--- src/rtl/tt_um_emern_poly_frontend_if.sv ---
// SPI pins of the polygon frontend, grouped so the host side and the
// frontend side can be connected as a single port.
interface tt_um_emern_poly_frontend_if;
    logic cs_in;
    logic mosi_in;
    logic sck_in;
    logic miso_out;

    modport master (output cs_in, output mosi_in, output sck_in, input miso_out);
    modport slave  (input cs_in, input mosi_in, input sck_in, output miso_out);
endinterface

--- src/rtl/tt_um_emern_poly_frontend.sv ---
// SPI command frontend for the polygon GPU: captures fixed-length frames into
// shadow registers and copies them to the active outputs on a committed frame_sync.
//
// state    | meaning
// ST_IDLE  | cs high, counter and buffer held clear
// ST_SHIFT | cs low, collecting frame bits
// ST_FULL  | frame decoded, extra sck edges ignored until cs rises
module tt_um_emern_poly_frontend #(
    parameter int NUM_POLY = 4,
    parameter int X_W      = 7,
    parameter int Y_W      = 6,
    parameter int COLOR_W  = 6
) (
    input  logic                         clk,
    input  logic                         rst_n,
    tt_um_emern_poly_frontend_if.slave   spi,
    input  logic                         en_load,
    input  logic                         frame_sync_in,
    output logic [COLOR_W-1:0]           bg_color_out,
    output logic [NUM_POLY*COLOR_W-1:0]  poly_color_out,
    output logic [NUM_POLY*X_W-1:0]      v0_x_out,
    output logic [NUM_POLY*X_W-1:0]      v1_x_out,
    output logic [NUM_POLY*X_W-1:0]      v2_x_out,
    output logic [NUM_POLY*Y_W-1:0]      v0_y_out,
    output logic [NUM_POLY*Y_W-1:0]      v1_y_out,
    output logic [NUM_POLY*Y_W-1:0]      v2_y_out,
    output logic [NUM_POLY-1:0]          poly_enable_out,
    output logic                         commit_pending_out,
    output logic [3:0]                   err_count_out
);
    localparam int FRAME_W = 8 + COLOR_W + 3*X_W + 3*Y_W;
    localparam int CNT_W   = $clog2(FRAME_W + 1);
    localparam int OFF_COL = 8;
    localparam int OFF_V0X = OFF_COL + COLOR_W;
    localparam int OFF_V1X = OFF_V0X + X_W;
    localparam int OFF_V2X = OFF_V1X + X_W;
    localparam int OFF_V0Y = OFF_V2X + X_W;
    localparam int OFF_V1Y = OFF_V0Y + Y_W;
    localparam int OFF_V2Y = OFF_V1Y + Y_W;
    localparam logic [CNT_W-1:0] CNT_FULL = CNT_W'(FRAME_W);

    typedef enum logic [1:0] {ST_IDLE, ST_SHIFT, ST_FULL} state_t;

    logic [1:0]         cs_sync_q, mosi_sync_q;
    logic [2:0]         sck_sync_q;
    state_t             state_q, state_d;
    logic [CNT_W-1:0]   bit_cnt_q, bit_cnt_d;
    logic [FRAME_W-1:0] frame_q, frame_d;
    logic               pending_q, pending_d;
    logic [3:0]         err_q, err_d;
    logic               miso_q, miso_d;

    logic [COLOR_W-1:0] sh_col_q [NUM_POLY];
    logic [X_W-1:0]     sh_v0x_q [NUM_POLY];
    logic [X_W-1:0]     sh_v1x_q [NUM_POLY];
    logic [X_W-1:0]     sh_v2x_q [NUM_POLY];
    logic [Y_W-1:0]     sh_v0y_q [NUM_POLY];
    logic [Y_W-1:0]     sh_v1y_q [NUM_POLY];
    logic [Y_W-1:0]     sh_v2y_q [NUM_POLY];
    logic [NUM_POLY-1:0] sh_en_q;
    logic [COLOR_W-1:0]  sh_bg_q;

    logic [NUM_POLY*COLOR_W-1:0] act_col_q;
    logic [NUM_POLY*X_W-1:0]     act_v0x_q, act_v1x_q, act_v2x_q;
    logic [NUM_POLY*Y_W-1:0]     act_v0y_q, act_v1y_q, act_v2y_q;
    logic [NUM_POLY-1:0]         act_en_q;
    logic [COLOR_W-1:0]          act_bg_q;

    logic cs_s, mosi_s, sck_rise, accept, decode, short_frame;
    logic wr_poly, clr_poly, wr_bg, do_commit, bad_cmd, copy;
    logic [7:0] cmd, status;
    logic [5:0] idx;
    logic       idx_ok;

    assign cs_s     = cs_sync_q[1];
    assign mosi_s   = mosi_sync_q[1];
    assign sck_rise = sck_sync_q[1] & ~sck_sync_q[2];

    assign cmd    = frame_q[7:0];
    assign idx    = cmd[5:0];
    assign idx_ok = ({1'b0, idx} < 7'(NUM_POLY));
    assign status = {pending_q, 3'b000, err_q};

    always_comb begin
        state_d     = state_q;
        bit_cnt_d   = bit_cnt_q;
        frame_d     = frame_q;
        accept      = 1'b0;
        short_frame = 1'b0;
        if (cs_s) begin
            state_d     = ST_IDLE;
            bit_cnt_d   = '0;
            frame_d     = '0;
            short_frame = (state_q == ST_SHIFT) && (bit_cnt_q != '0) && (bit_cnt_q < CNT_FULL);
        end else begin
            accept = sck_rise && en_load && (bit_cnt_q < CNT_FULL);
            if (accept) begin
                frame_d[bit_cnt_q] = mosi_s;
                bit_cnt_d          = bit_cnt_q + CNT_W'(1);
            end
            case (state_q)
                ST_IDLE:  state_d = ST_SHIFT;
                ST_SHIFT: if (bit_cnt_q == CNT_FULL) state_d = ST_FULL;
                ST_FULL:  state_d = ST_FULL;
                default:  state_d = ST_IDLE;
            endcase
        end
    end

    // Decode is tied to the SHIFT->FULL step so it fires exactly once per frame.
    assign decode    = (state_q == ST_SHIFT) && (bit_cnt_q == CNT_FULL);
    assign wr_poly   = decode && (cmd[7:6] == 2'b10) && idx_ok;
    assign clr_poly  = decode && (cmd[7:6] == 2'b01) && idx_ok;
    assign wr_bg     = decode && (cmd == 8'h01);
    assign do_commit = decode && (cmd == 8'h02);
    assign bad_cmd   = decode && !(wr_poly || clr_poly || wr_bg || do_commit);
    assign copy      = frame_sync_in && pending_q;

    always_comb begin
        pending_d = pending_q;
        if (do_commit)
            pending_d = 1'b1;
        else if (copy)
            pending_d = 1'b0;
        err_d = err_q;
        if ((bad_cmd || short_frame) && (err_q != 4'hF))
            err_d = err_q + 4'd1;
        miso_d = 1'b0;
        if (!cs_s && (bit_cnt_d < CNT_W'(8)))
            miso_d = status[bit_cnt_d[2:0]];
    end

    always_ff @(posedge clk or negedge rst_n) begin
        if (!rst_n) begin
            cs_sync_q   <= '0;
            mosi_sync_q <= '0;
            sck_sync_q  <= '0;
            state_q     <= ST_IDLE;
            bit_cnt_q   <= '0;
            frame_q     <= '0;
            pending_q   <= 1'b0;
            err_q       <= '0;
            miso_q      <= 1'b0;
            sh_en_q     <= '0;
            sh_bg_q     <= '0;
            for (int i = 0; i < NUM_POLY; i++) begin
                sh_col_q[i] <= '0;
                sh_v0x_q[i] <= '0;
                sh_v1x_q[i] <= '0;
                sh_v2x_q[i] <= '0;
                sh_v0y_q[i] <= '0;
                sh_v1y_q[i] <= '0;
                sh_v2y_q[i] <= '0;
            end
            act_col_q <= '0;
            act_v0x_q <= '0;
            act_v1x_q <= '0;
            act_v2x_q <= '0;
            act_v0y_q <= '0;
            act_v1y_q <= '0;
            act_v2y_q <= '0;
            act_en_q  <= '0;
            act_bg_q  <= '0;
        end else begin
            cs_sync_q   <= {cs_sync_q[0], spi.cs_in};
            mosi_sync_q <= {mosi_sync_q[0], spi.mosi_in};
            sck_sync_q  <= {sck_sync_q[1:0], spi.sck_in};
            state_q     <= state_d;
            bit_cnt_q   <= bit_cnt_d;
            frame_q     <= frame_d;
            pending_q   <= pending_d;
            err_q       <= err_d;
            miso_q      <= miso_d;

            for (int i = 0; i < NUM_POLY; i++) begin
                if (idx == 6'(i)) begin
                    if (wr_poly) begin
                        sh_col_q[i] <= frame_q[OFF_COL +: COLOR_W];
                        sh_v0x_q[i] <= frame_q[OFF_V0X +: X_W];
                        sh_v1x_q[i] <= frame_q[OFF_V1X +: X_W];
                        sh_v2x_q[i] <= frame_q[OFF_V2X +: X_W];
                        sh_v0y_q[i] <= frame_q[OFF_V0Y +: Y_W];
                        sh_v1y_q[i] <= frame_q[OFF_V1Y +: Y_W];
                        sh_v2y_q[i] <= frame_q[OFF_V2Y +: Y_W];
                        sh_en_q[i]  <= 1'b1;
                    end else if (clr_poly) begin
                        sh_col_q[i] <= '0;
                        sh_v0x_q[i] <= '0;
                        sh_v1x_q[i] <= '0;
                        sh_v2x_q[i] <= '0;
                        sh_v0y_q[i] <= '0;
                        sh_v1y_q[i] <= '0;
                        sh_v2y_q[i] <= '0;
                        sh_en_q[i]  <= 1'b0;
                    end
                end
            end
            if (wr_bg)
                sh_bg_q <= frame_q[OFF_COL +: COLOR_W];

            // Non-blocking reads here give the pre-write shadow on a same-cycle write.
            if (copy) begin
                act_bg_q <= sh_bg_q;
                act_en_q <= sh_en_q;
                for (int i = 0; i < NUM_POLY; i++) begin
                    act_col_q[i*COLOR_W +: COLOR_W] <= sh_col_q[i];
                    act_v0x_q[i*X_W +: X_W]         <= sh_v0x_q[i];
                    act_v1x_q[i*X_W +: X_W]         <= sh_v1x_q[i];
                    act_v2x_q[i*X_W +: X_W]         <= sh_v2x_q[i];
                    act_v0y_q[i*Y_W +: Y_W]         <= sh_v0y_q[i];
                    act_v1y_q[i*Y_W +: Y_W]         <= sh_v1y_q[i];
                    act_v2y_q[i*Y_W +: Y_W]         <= sh_v2y_q[i];
                end
            end
        end
    end

    assign spi.miso_out        = miso_q;
    assign bg_color_out        = act_bg_q;
    assign poly_color_out      = act_col_q;
    assign v0_x_out            = act_v0x_q;
    assign v1_x_out            = act_v1x_q;
    assign v2_x_out            = act_v2x_q;
    assign v0_y_out            = act_v0y_q;
    assign v1_y_out            = act_v1y_q;
    assign v2_y_out            = act_v2y_q;
    assign poly_enable_out     = act_en_q;
    assign commit_pending_out  = pending_q;
    assign err_count_out       = err_q;
endmodule

--- src/flat_wrapper.sv ---
// flat-port wrapper written by rule: the top's interface ports become plain ports
module tt_um_emern_poly_frontend_flat 
#(
    parameter int NUM_POLY = 4,
    parameter int X_W      = 7,
    parameter int Y_W      = 6,
    parameter int COLOR_W  = 6
)
  (clk, rst_n, en_load, frame_sync_in, bg_color_out, poly_color_out, v0_x_out, v1_x_out, v2_x_out, v0_y_out, v1_y_out, v2_y_out, poly_enable_out, commit_pending_out, err_count_out, spi_cs_in, spi_mosi_in, spi_sck_in, spi_miso_out);
  tt_um_emern_poly_frontend_if spi_i ();
  input  logic clk;
  input  logic rst_n;
  input  logic en_load;
  input  logic frame_sync_in;
  output logic [COLOR_W-1:0] bg_color_out;
  output logic [NUM_POLY*COLOR_W-1:0] poly_color_out;
  output logic [NUM_POLY*X_W-1:0] v0_x_out;
  output logic [NUM_POLY*X_W-1:0] v1_x_out;
  output logic [NUM_POLY*X_W-1:0] v2_x_out;
  output logic [NUM_POLY*Y_W-1:0] v0_y_out;
  output logic [NUM_POLY*Y_W-1:0] v1_y_out;
  output logic [NUM_POLY*Y_W-1:0] v2_y_out;
  output logic [NUM_POLY-1:0] poly_enable_out;
  output logic commit_pending_out;
  output logic [3:0] err_count_out;
  input wire logic [$bits(spi_i.cs_in)-1:0] spi_cs_in;
  input wire logic [$bits(spi_i.mosi_in)-1:0] spi_mosi_in;
  input wire logic [$bits(spi_i.sck_in)-1:0] spi_sck_in;
  output wire logic [$bits(spi_i.miso_out)-1:0] spi_miso_out;
  assign spi_i.cs_in = spi_cs_in;
  assign spi_i.mosi_in = spi_mosi_in;
  assign spi_i.sck_in = spi_sck_in;
  assign spi_miso_out = spi_i.miso_out;
  tt_um_emern_poly_frontend #(.NUM_POLY(NUM_POLY), .X_W(X_W), .Y_W(Y_W), .COLOR_W(COLOR_W)) u_core (.clk(clk), .rst_n(rst_n), .spi(spi_i), .en_load(en_load), .frame_sync_in(frame_sync_in), .bg_color_out(bg_color_out), .poly_color_out(poly_color_out), .v0_x_out(v0_x_out), .v1_x_out(v1_x_out), .v2_x_out(v2_x_out), .v0_y_out(v0_y_out), .v1_y_out(v1_y_out), .v2_y_out(v2_y_out), .poly_enable_out(poly_enable_out), .commit_pending_out(commit_pending_out), .err_count_out(err_count_out));
endmodule
--- config.mk ---
export PLATFORM = sky130hd
export DESIGN_NAME = tt_um_emern_poly_frontend_flat
export DESIGN_NICKNAME = d
export VERILOG_FILES = /design/src/rtl/tt_um_emern_poly_frontend_if.sv /design/src/rtl/tt_um_emern_poly_frontend.sv /design/src/flat_wrapper.sv
export SDC_FILE = /design/constraint.sdc
export NUM_CORES = 1
export LEC_CHECK = 0
export BUFFER_PORTS_ARGS = -buffer_cell sky130_fd_sc_hd__buf_2
export CAP_MARGIN = 20
export CELL_PAD_IN_SITES_DETAIL_PLACEMENT = 1
export CELL_PAD_IN_SITES_GLOBAL_PLACEMENT = 2
export CORE_ASPECT_RATIO = 1.5
export CORE_MARGIN = 3
export CORE_UTILIZATION = 42
export DETAILED_ROUTE_END_ITERATION = 10
export PLACE_DENSITY_LB_ADDON = 0.25
export SLEW_MARGIN = 0
export SYNTH_ARGS = -nofsm -noshare
export SYNTH_HDL_FRONTEND = slang
export SYNTH_SLANG_ARGS = --single-unit
--- constraint.sdc ---
create_clock -name clk -period 3.6 [get_ports clk]
set_input_delay 0.54 -clock clk [delete_from_list [all_inputs] [get_ports clk]]
set_output_delay 0.54 -clock clk [all_outputs]
set_load 0.05 [all_outputs]
* Word level (Yosys, flattened, before mapping)
Index checks and enable logic that the tools add are counted.
Storage, ports and cells: memory bits (read-only) 0, memories kept 0, memory bits (writable) 0, bits in latches 0, input bits 7, logic and storage cells 132, bits in registers 454
Operators by class: divide/modulo/power cells 0, $add $sub $neg 2, shift-type cells 0, mux-type cells 27, multipliers 0, equal/unequal tests 12, order comparisons 6, reduce and logical (&&, ||, !) cells 32, bitwise logic cells 2
Operator list (number):
- 2-to-1 mux 53 bit | 2
- bitwise mux 53 bit | 1
- 2-to-1 mux 6 bit | 7
- 2-to-1 mux 7 bit | 4
- logical AND 1 bit | 16
- == test 6 x 2 -> 1 bit, second input constant | 2
- == test 8 x 1 -> 1 bit, second input constant | 1
- == test 8 x 2 -> 1 bit, second input constant | 1
- 2-to-1 mux 1 bit | 8
- AND reduction 2 bit | 4
- less-than comparator 6 x 7 -> 1 bit, second input constant | 1
- adder 6 x 1 -> 6 bit, second input constant | 1
- demux 1 bit (select 6 bit) | 1
- == test 6 x 1 -> 1 bit, second input constant | 1
- == test 6 bit, second input constant | 1
- >= comparator 6 x 1 -> 1 bit, second input constant | 1
- logical NOT 6 bit | 1
- less-than comparator 6 x 3 -> 1 bit, second input constant | 1
- less-than comparator 6 x 4 -> 1 bit, second input constant | 1
- less-than comparator 6 bit, second input constant | 1
- one-hot mux 2 bit (3 select lines) | 1
- nonzero test 2 bit | 3
- nonzero test 6 bit | 1
- adder 4 x 1 -> 4 bit, second input constant | 1
- 12 further kinds | 19

* Longest topological paths before layout
Gate-level depths: netlist of run 1.
depth in word-level cells 11, depth in mapped cells 11, mapped depth without buffers 8

* Worst setup path after synthesis of run 1
OpenSTA, ideal clock, no wires.
kind register to register, start reg u_core.bit_cnt_q[0], end reg u_core.miso_q (netlist: u_core.spi.miso_out), data required time 3523 ps, stages on the path, launching flop included 11, arrival time 2026 ps, path slack 1496 ps, setup time 77 ps, cells stage by stage dfrtp_1 -> buf_2 -> inv_1 -> ha_1 -> nor2b_1 -> o21bai_1 -> buf_2 -> a21oi_1 -> o21a_1 -> or4_1 -> a21oi_1
On the way: word-level cells in the longest chain between the ends 7, elaborated cells on any way between the ends 10
Ends and longest elaborated chain:
- from (decl) | RTL line tt_um_emern_poly_frontend.sv:47 | logic [CNT_W-1:0] bit_cnt_q, bit_cnt_d;
- from (signal assigned) | RTL line tt_um_emern_poly_frontend.sv:169 | bit_cnt_q <= bit_cnt_d;
- less-than comparator 6 bit | RTL line tt_um_emern_poly_frontend.sv:96 | accept = sck_rise && en_load && (bit_cnt_q < CNT_FULL);
- logical AND 1 bit | RTL line tt_um_emern_poly_frontend.sv:96
- 2-to-1 mux 6 bit (*) | RTL line tt_um_emern_poly_frontend.sv:97 | if (accept) begin
- 2-to-1 mux 6 bit (*) | RTL line tt_um_emern_poly_frontend.sv:90 | if (cs_s) begin
- named net u_core.bit_cnt_d[2] | RTL line tt_um_emern_poly_frontend.sv:47
- less-than comparator 6 x 4 -> 1 bit or binary-select mux 1 bit (select 3 bit) (tied branches) | RTL line tt_um_emern_poly_frontend.sv:129, tt_um_emern_poly_frontend.sv:130
- logical AND 1 bit or 2-to-1 mux 1 bit (tied branches) | RTL line tt_um_emern_poly_frontend.sv:129, tt_um_emern_poly_frontend.sv:130
- 2-to-1 mux 1 bit (*) | RTL line tt_um_emern_poly_frontend.sv:129 | if (!cs_s && (bit_cnt_d < CNT_W'(8)))
- named net u_core.miso_d | RTL line tt_um_emern_poly_frontend.sv:51 | logic miso_q, miso_d;
- to (signal assigned) | RTL line tt_um_emern_poly_frontend.sv:173 | miso_q <= miso_d;
- to (decl) | RTL line tt_um_emern_poly_frontend.sv:51
Mark *: on every way through the listed nets, which the timed path passes. The rest lies on a longest branch. The select of a mux whose other input is x is not followed. A chain may end at the register's enable or synchronous reset.

* Final worst setup path of run 1
start reg u_core.bit_cnt_q[5], end reg u_core.sh_col_q[12] (netlist name)
On the way: word-level cells in the longest chain between the ends 6, elaborated cells on any way between the ends 9
Ends and longest elaborated chain:
- == test 6 bit (*) | RTL line tt_um_emern_poly_frontend.sv:111 | assign decode = (state_q == ST_SHIFT) && (bit_cnt_q == CNT_FULL);
- logical AND 1 bit (*) | RTL line tt_um_emern_poly_frontend.sv:111
- logical AND 1 bit, on equally long branches (2 in a row) | RTL line tt_um_emern_poly_frontend.sv:113, tt_um_emern_poly_frontend.sv:112
- nonzero test 2 bit (no source line)
- AND reduction 2 bit (no source line)
- to (signal, indexed assignment) | RTL line tt_um_emern_poly_frontend.sv:178 | sh_col_q[i] <= frame_q[OFF_COL +: COLOR_W];
- to (decl) | RTL line tt_um_emern_poly_frontend.sv:53 | logic [COLOR_W-1:0] sh_col_q [NUM_POLY];
Every way passes the cells marked *; elsewhere a longest branch is shown, timed or not.

==> results of run 1 <==
[path summary, 6_finish.rpt]
path	endpoint	slack (ns)	cells after the start	start
hold reg to reg	u_core.mosi_sync_q[1]$_DFF_PN0_	0.35	0	u_core.mosi_sync_q[0]$_DFF_PN0_
setup reg to reg	u_core.sh_col_q[12]$_DFFE_PN0P_	0.67	7	u_core.bit_cnt_q[5]$_DFF_PN0_
setup / recovery	u_core.sh_col_q[12]$_DFFE_PN0P_	0.67	7	u_core.bit_cnt_q[5]$_DFF_PN0_
max in group asynchronous	u_core.poly_color_out[21]$_DFFE_PN0P_	2.11	3	rst_n
hold / removal	u_core.mosi_sync_q[0]$_DFF_PN0_	0.09	1	spi_mosi_in
min in group asynchronous	u_core.v2_x_out[9]$_DFFE_PN0P_	0.55	2	rst_n
[cells by family (layout without fill, tap and decap cells)]
| kind of cell | count (synthesis) | after routing | synth area share [%] |
|---|---|---|---|
| AO/OA/AOI/OAI | 249 | 249 | 7.353 |
| XOR/XNOR | 4 | 4 | 0.1999 |
| adder cells (fa/ha/maj) | 7 | 7 | 0.4997 |
| buffers and inverters | 101 | 320 | 2.327 |
| flip-flops | 454 | 454 | 64.82 |
| multiplexers | 230 | 230 | 14.59 |
| AND/OR/NAND/NOR | 420 | 420 | 10.21 |
[power breakdown]
group | leakage [µW] | switching, µW | internal, µW
logic | 0.00345 | 234 | 79.1
registers | 0.00632 | 41.8 | 5130
clock network | 0.000777 | 2010 | 2930
total | 0.0105 | 2280 | 8140
[cell type report]
type                    instances  area (µm²)  area share (%)
clock inverters                19       254.0           1.222
clock buffers                  65        1321           6.358
repair buffers                228        1319           6.346
multi-input cells             910        5797           27.89
inverters                       8       30.03          0.1445
flip-flops and latches        454       11360           54.68
well taps                     558       698.2           3.359
[critical path, cell delays in order, from the launching register on]
cell and delay (ns):
dfrtp_1 0.57, and3b_1 0.45, nand4_4 0.20, nor4_4 0.43
nand3_4 0.38, buf_4 0.46, nand2_1 0.14, o21ai_0 0.10
[through the flow]
stage	util (%)	power, µW	worst slack, ns	std cells	hold WS (ns)
after global routing	50.42	10850	0.4122	2242	0.06671
after floorplan	-	5412	1.496	1465	0.2444
final	50.42	10430	0.6677	2242	0.09172
after CTS	50.42	10590	0.6692	2242	0.06171
after global placement	46.58	5577	0.8743	2157	0.3338
after detailed placement	46.58	5593	0.7222	2157	0.3417
[sequential cells by signal, summed over array words and instances, names as in the netlist, 6 cells and up]
| register | cells |
|---|---|
| u_core.sh_v1y_q | 24 |
| u_core.v1_y_out | 24 |
| u_core.sh_v2y_q | 24 |
| u_core.sh_col_q | 24 |
| u_core.bit_cnt_q | 6 |
| u_core.sh_bg_q | 6 |
| u_core.sh_v1x_q | 28 |
| u_core.v1_x_out | 28 |
| u_core.poly_color_out | 24 |
| u_core.v0_x_out | 28 |
| u_core.bg_color_out | 6 |
| u_core.frame_q | 53 |
| u_core.v2_y_out | 24 |
| u_core.v2_x_out | 28 |
| u_core.v0_y_out | 24 |
| u_core.sh_v2x_q | 28 |
| u_core.sh_v0y_q | 24 |
| u_core.sh_v0x_q | 28 |
[per-layer routing]
| metal | global-route usage (%) | vias up |
|---|---|---|
| met4 | 5.794 | 0 |
| met3 | 2.593 | 67 |
| li1 | - | 5314 |
| met1 | 24.72 | 5892 |
| met5 | 0 | - |
| met2 | 36.77 | 196 |
[timing repair]
item	in CTS	in global routing
hold buffers	1	0
buffers inserted	0	0
hold endpoints to repair	61	0
[cells in the final DEF (no fill, tap or decap), types with 3 or more instances in the layout]
master     instances
dfrtp_1          452
nand2_1          296
mux2_2           204
buf_2            201
o21ai_0          132
o21ai_1           69
nor2_1            62
clkbuf_16         45
a21oi_1           35
mux2i_1           26
buf_4             17
nand3_1           14
clkbuf_8          12
inv_1              8
clkinv_2           8
clkbuf_1           8
buf_12             8
ha_1               7
and3_1             6
nor2b_1            5
nand4_1            5
bufinv_16          5
nor3_1             4
and3b_1            3
and2_1             3
==> impl_results.md, run 1 <==
- Synth top area cells: dfrtp_1, mux2_2, nand2_1, o21ai_0, o21ai_1
- Post-DP Area: 19200 µm²
- Nets: 1661
- Post-route setup TNS: 0 ns
- Share of the synthesized area in the top cell type: 64.82%
- 1st-iter DRT viols: 514
- Met2 WL: 23.59 mm
- Worst endpoint data arrival time: 3.34 ns
- Synth Cell Area: 17530 µm²
- Post-route antenna net violation count: 0
- Startpoint type of the worst setup path: flop
- Die width: 172.8 µm
- Leakage: 0.01054 µW
- Residual DRC count: 0
- CP Max Fanout: 56
- DR top layer: met4
- Finish-stage setup viols: 0
- Row cnt: 91
- Final Hold Viols: 0
- Relative max-transition margin: 33.08%
- Crit path time final: 2.932 ns
- WL per Instance: 19.77 µm
- Power density cells: 501.8 nW/µm²
- Asr flop ratio synth: 100.0%
- Number of synthesized flops with an enable pin: 0
- Sequential element share of the synthesized area: 64.82%
- Clk slew on worst S/H paths: 0.06 ns
- Met3 wire length: 1.330 mm
- Peak VDD IR: 0.3486 mV
- Initial core utilization: 42.52%
- Tightest Pin Transition: 1.004 ns
- Worst-Skew Late Latency: 0.56 ns
- Max clock buf depth: 3
- CP Data Required Time: 4.01 ns
- I/O Buffers: 202
- Mapped Nets: 1479
- Largest net degree at the start of global routing: 104
- Fin. max-slew vios: 0
- Design area: 20780 µm²
- Global-route wire length before repair: 71.30 mm
- Maxcap violations: 0
- Final Routed Wirelength: 44.32 mm
- Router iterations before antenna repair: 4
- Area of the core: 41220 µm²
- Synth Flop Type: dfrtp_1
- Most frequent cell after synthesis: dfrtp_1
- Detailed placer's ending HPWL: 29.93 mm
- Total global routing overflow: 0
- Die height: 256.2 µm
- H-tree Lvls: 2
- Clock Skews: 0.01254 ns
- Area leader, netlist: dfrtp_1
- All-Layer GR Usage: 20.03%
- Clock Sink Count: 454
- Boundary Pins: 203
- GP Congestion: 0.7878
- Worst setup EP type: flop
- Vias/cell: 5.116
- Vias: 11.47k
- Number of synthesized register bits: 454
- Initial antenna violation count: 0
- Unrepaired setup endpoints after global routing: no
- PostCTS Resize Cnt: 0
- Clock Tree Root: clkbuf_16
- WL met1: 18.22 mm
- Post-synth top cells: dfrtp_1, nand2_1, mux2_2, o21ai_0, clkbuf_1
- Fin crit share: 81.45%
- # diodes: 0
- Status: complete, no violations
- Synth Instances: 1465
- CP Class: flop to flop
- Worst Hold Class: input port to flop
- TritonCTS clock tree: yes
- Area growth syn-to-layout: 18.57%
- Syn Area/Cell: 11.96 µm²
- Fillers: 4370
- Maximum clock rate: 341.0 MHz
- Distinct cells, synth: 49
- Die area: 44270 µm²
- YS warnings: 0
- Vias in the first global route: 12.23k
- Layout cells sized above 1: 31.00%
- CTS Buf Count: 45
No activity file was read; power rests on OpenSTA's default activity.
==> run 2: changes to the inputs <==
- CORE_UTILIZATION: 42 -> 35
- clock period: 3.6 -> 2.6 ns (I/O delays scaled with it)
==> run 2 against run 1 <==
Effect of this change: via count increased by 0.60%; clock power increased by 39%; critical path depth unchanged; register-to-register slack got worse by 0.43 ns; cell count increased by 5.4%; non-clock buffer count increased by 27; count of clock-buffer cells in the layout increased by 1; final area increased by 2.0%; clock skew increased by 0.0047 ns; largest cell class unchanged; highest routed layer unchanged.
==> impl_results.md, run 2 (synthesized netlist as in run 1, its figures left out) <==
- Nets: 1688
- H-tree Lvls: 2
- GP Congestion: 0.8339
- Startpoint type of the worst setup path: flop
- CTS Buf Count: 45
- Worst Hold Class: input port to flop
- Worst-Skew Late Latency: 0.56 ns
- Largest net degree at the start of global routing: 98
- Max FFs per register: 53
- Layout cells sized above 1: 31.71%
- Commonest cells after routing, fill and taps aside: dfrtp_1, nand2_1, mux2_2
- Status: complete, no violations
- Tightest Pin Transition: 0.8181 ns
- Area of the core: 49050 µm²
- Fillers: 5290
- Clock Tree Root: clkbuf_16
- Crit path time final: 2.363 ns
- Worst endpoint data arrival time: 2.79 ns
- Row cnt: 99
- Total global routing overflow: 0
- Final Hold Viols: 0
- Clock Sink Count: 454
- Peak VDD IR: 0.5623 mV
- Die height: 280.1 µm
- Global-route wire length before repair: 73.31 mm
- Placed insts: 2279
- Detailed placer's ending HPWL: 31.39 mm
- Top reg by flops: u_core.frame_q
- Die area: 52850 µm²
- Router iterations before antenna repair: 4
- Unrepaired setup endpoints after global routing: no
- Fin crit share: 90.89%
- Vias/cell: 4.885
- Finish-stage setup viols: 0
- Leakage: 0.01070 µW
- 1st-iter DRT viols: 440
- Residual DRC count: 0
- Vias: 11.54k
- Area growth syn-to-layout: 20.94%
- # diodes: 0
- Worst R2R Setup Slack: 0.24 ns
- CP Max Fanout: 40
- Maxcap violations: 0
- Initial core utilization: 35.73%
- CP Data Required Time: 3.02 ns
- Maximum clock rate: 423.2 MHz
- TritonCTS clock tree: yes
- Clk slew on worst S/H paths: 0.07 ns
- Worst setup EP type: flop
- Hold slack final: 0.1214 ns
- Final Routed Wirelength: 45.85 mm
- Post-route antenna net violation count: 0
- WL per Instance: 19.41 µm
- Vias in the first global route: 12.64k
- Fin. max-slew vios: 0
- Initial antenna violation count: 0
- I/O Buffers: 202
- Max clock buf depth: 3
- Layout Utilization: 43.21%
- Power density cells: 683.0 nW/µm²
- Most common cell after layout, fill and taps aside: dfrtp_1
- Die width: 188.7 µm
- Boundary Pins: 203
- Relative max-transition margin: 45.46%
- All-Layer GR Usage: 17.48%
- Post-route setup TNS: 0 ns
- CP Class: flop to flop
- Post-Layout Cell Count: 2362
- Clock Skews: 0.01722 ns
==> run 2: critical path, cell delays in order, from the launching register on <==
cell and delay, ns:
dfrtp_1 0.48, and3b_1 0.40, nand4_4 0.18, nor4_4 0.43
nand3_4 0.28, buf_12 0.27, nand2_1 0.09, o21ai_0 0.09
==> run 2: timing repair <==
action | CTS | global route
endpoints found under the hold margin | 46 | 0
setup endpoints to repair | 0 | 15
gates resized for setup | 0 | 1
hold buffers | 4 | 0
buffers inserted | 0 | 0
==> run 2: layout make-up <==
class	instances	area (µm²)	area share, %
Sequential cell	454	11360	53.61
Multi-Input combinational cell	910	5801	27.36
Timing Repair Buffer	255	1617	7.626
Clock buffer	66	1336	6.304
Tap cell	656	820.8	3.872
Clock inverter	13	230.2	1.086
Inverter	8	30.03	0.1417
==> run 2: metal layers <==
metal  GRT usage [%]  routed length (µm)
met4           5.026                1152
met2           32.31               24410
met5               0                   0
met3           2.937                1842
met1           20.90               18450
==> run 2: path summary, 6_finish.rpt <==
check	startpoint	to	cells past startpoint
hold / removal	frame_sync_in	u_core.commit_pending_out$_DFFE_PN0P_	2
setup reg to reg	u_core.bit_cnt_q[3]$_DFF_PN0_	u_core.sh_v2x_q[16]$_DFFE_PN0P_	7
max in group asynchronous	rst_n	u_core.sh_v1y_q[15]$_DFFE_PN0P_	3
setup / recovery	u_core.bit_cnt_q[3]$_DFF_PN0_	u_core.sh_v2x_q[16]$_DFFE_PN0P_	7
hold reg to reg	u_core.cs_sync_q[0]$_DFF_PN0_	u_core.cs_sync_q[1]$_DFF_PN0_	0
min in group asynchronous	rst_n	u_core.v2_x_out[16]$_DFFE_PN0P_	2
==> run 2: power breakdown <==
part	total [µW]	switching (µW)	internal [µW]
clock	6860	2710	4150
combinational	455	330	126
sequential	7160	55.6	7110
total	14500	3090	11400
==> run 2: through the flow <==
step	worst slack (ns)	total power, µW	area [µm²]
after floorplan	0.4963	7494	17530
after global placement	0.1348	7751	19590
after detailed placement	0.07426	7767	19590
after CTS	0.05919	14770	21190
after global routing	0.09630	15080	21200
final	0.2368	14480	21200
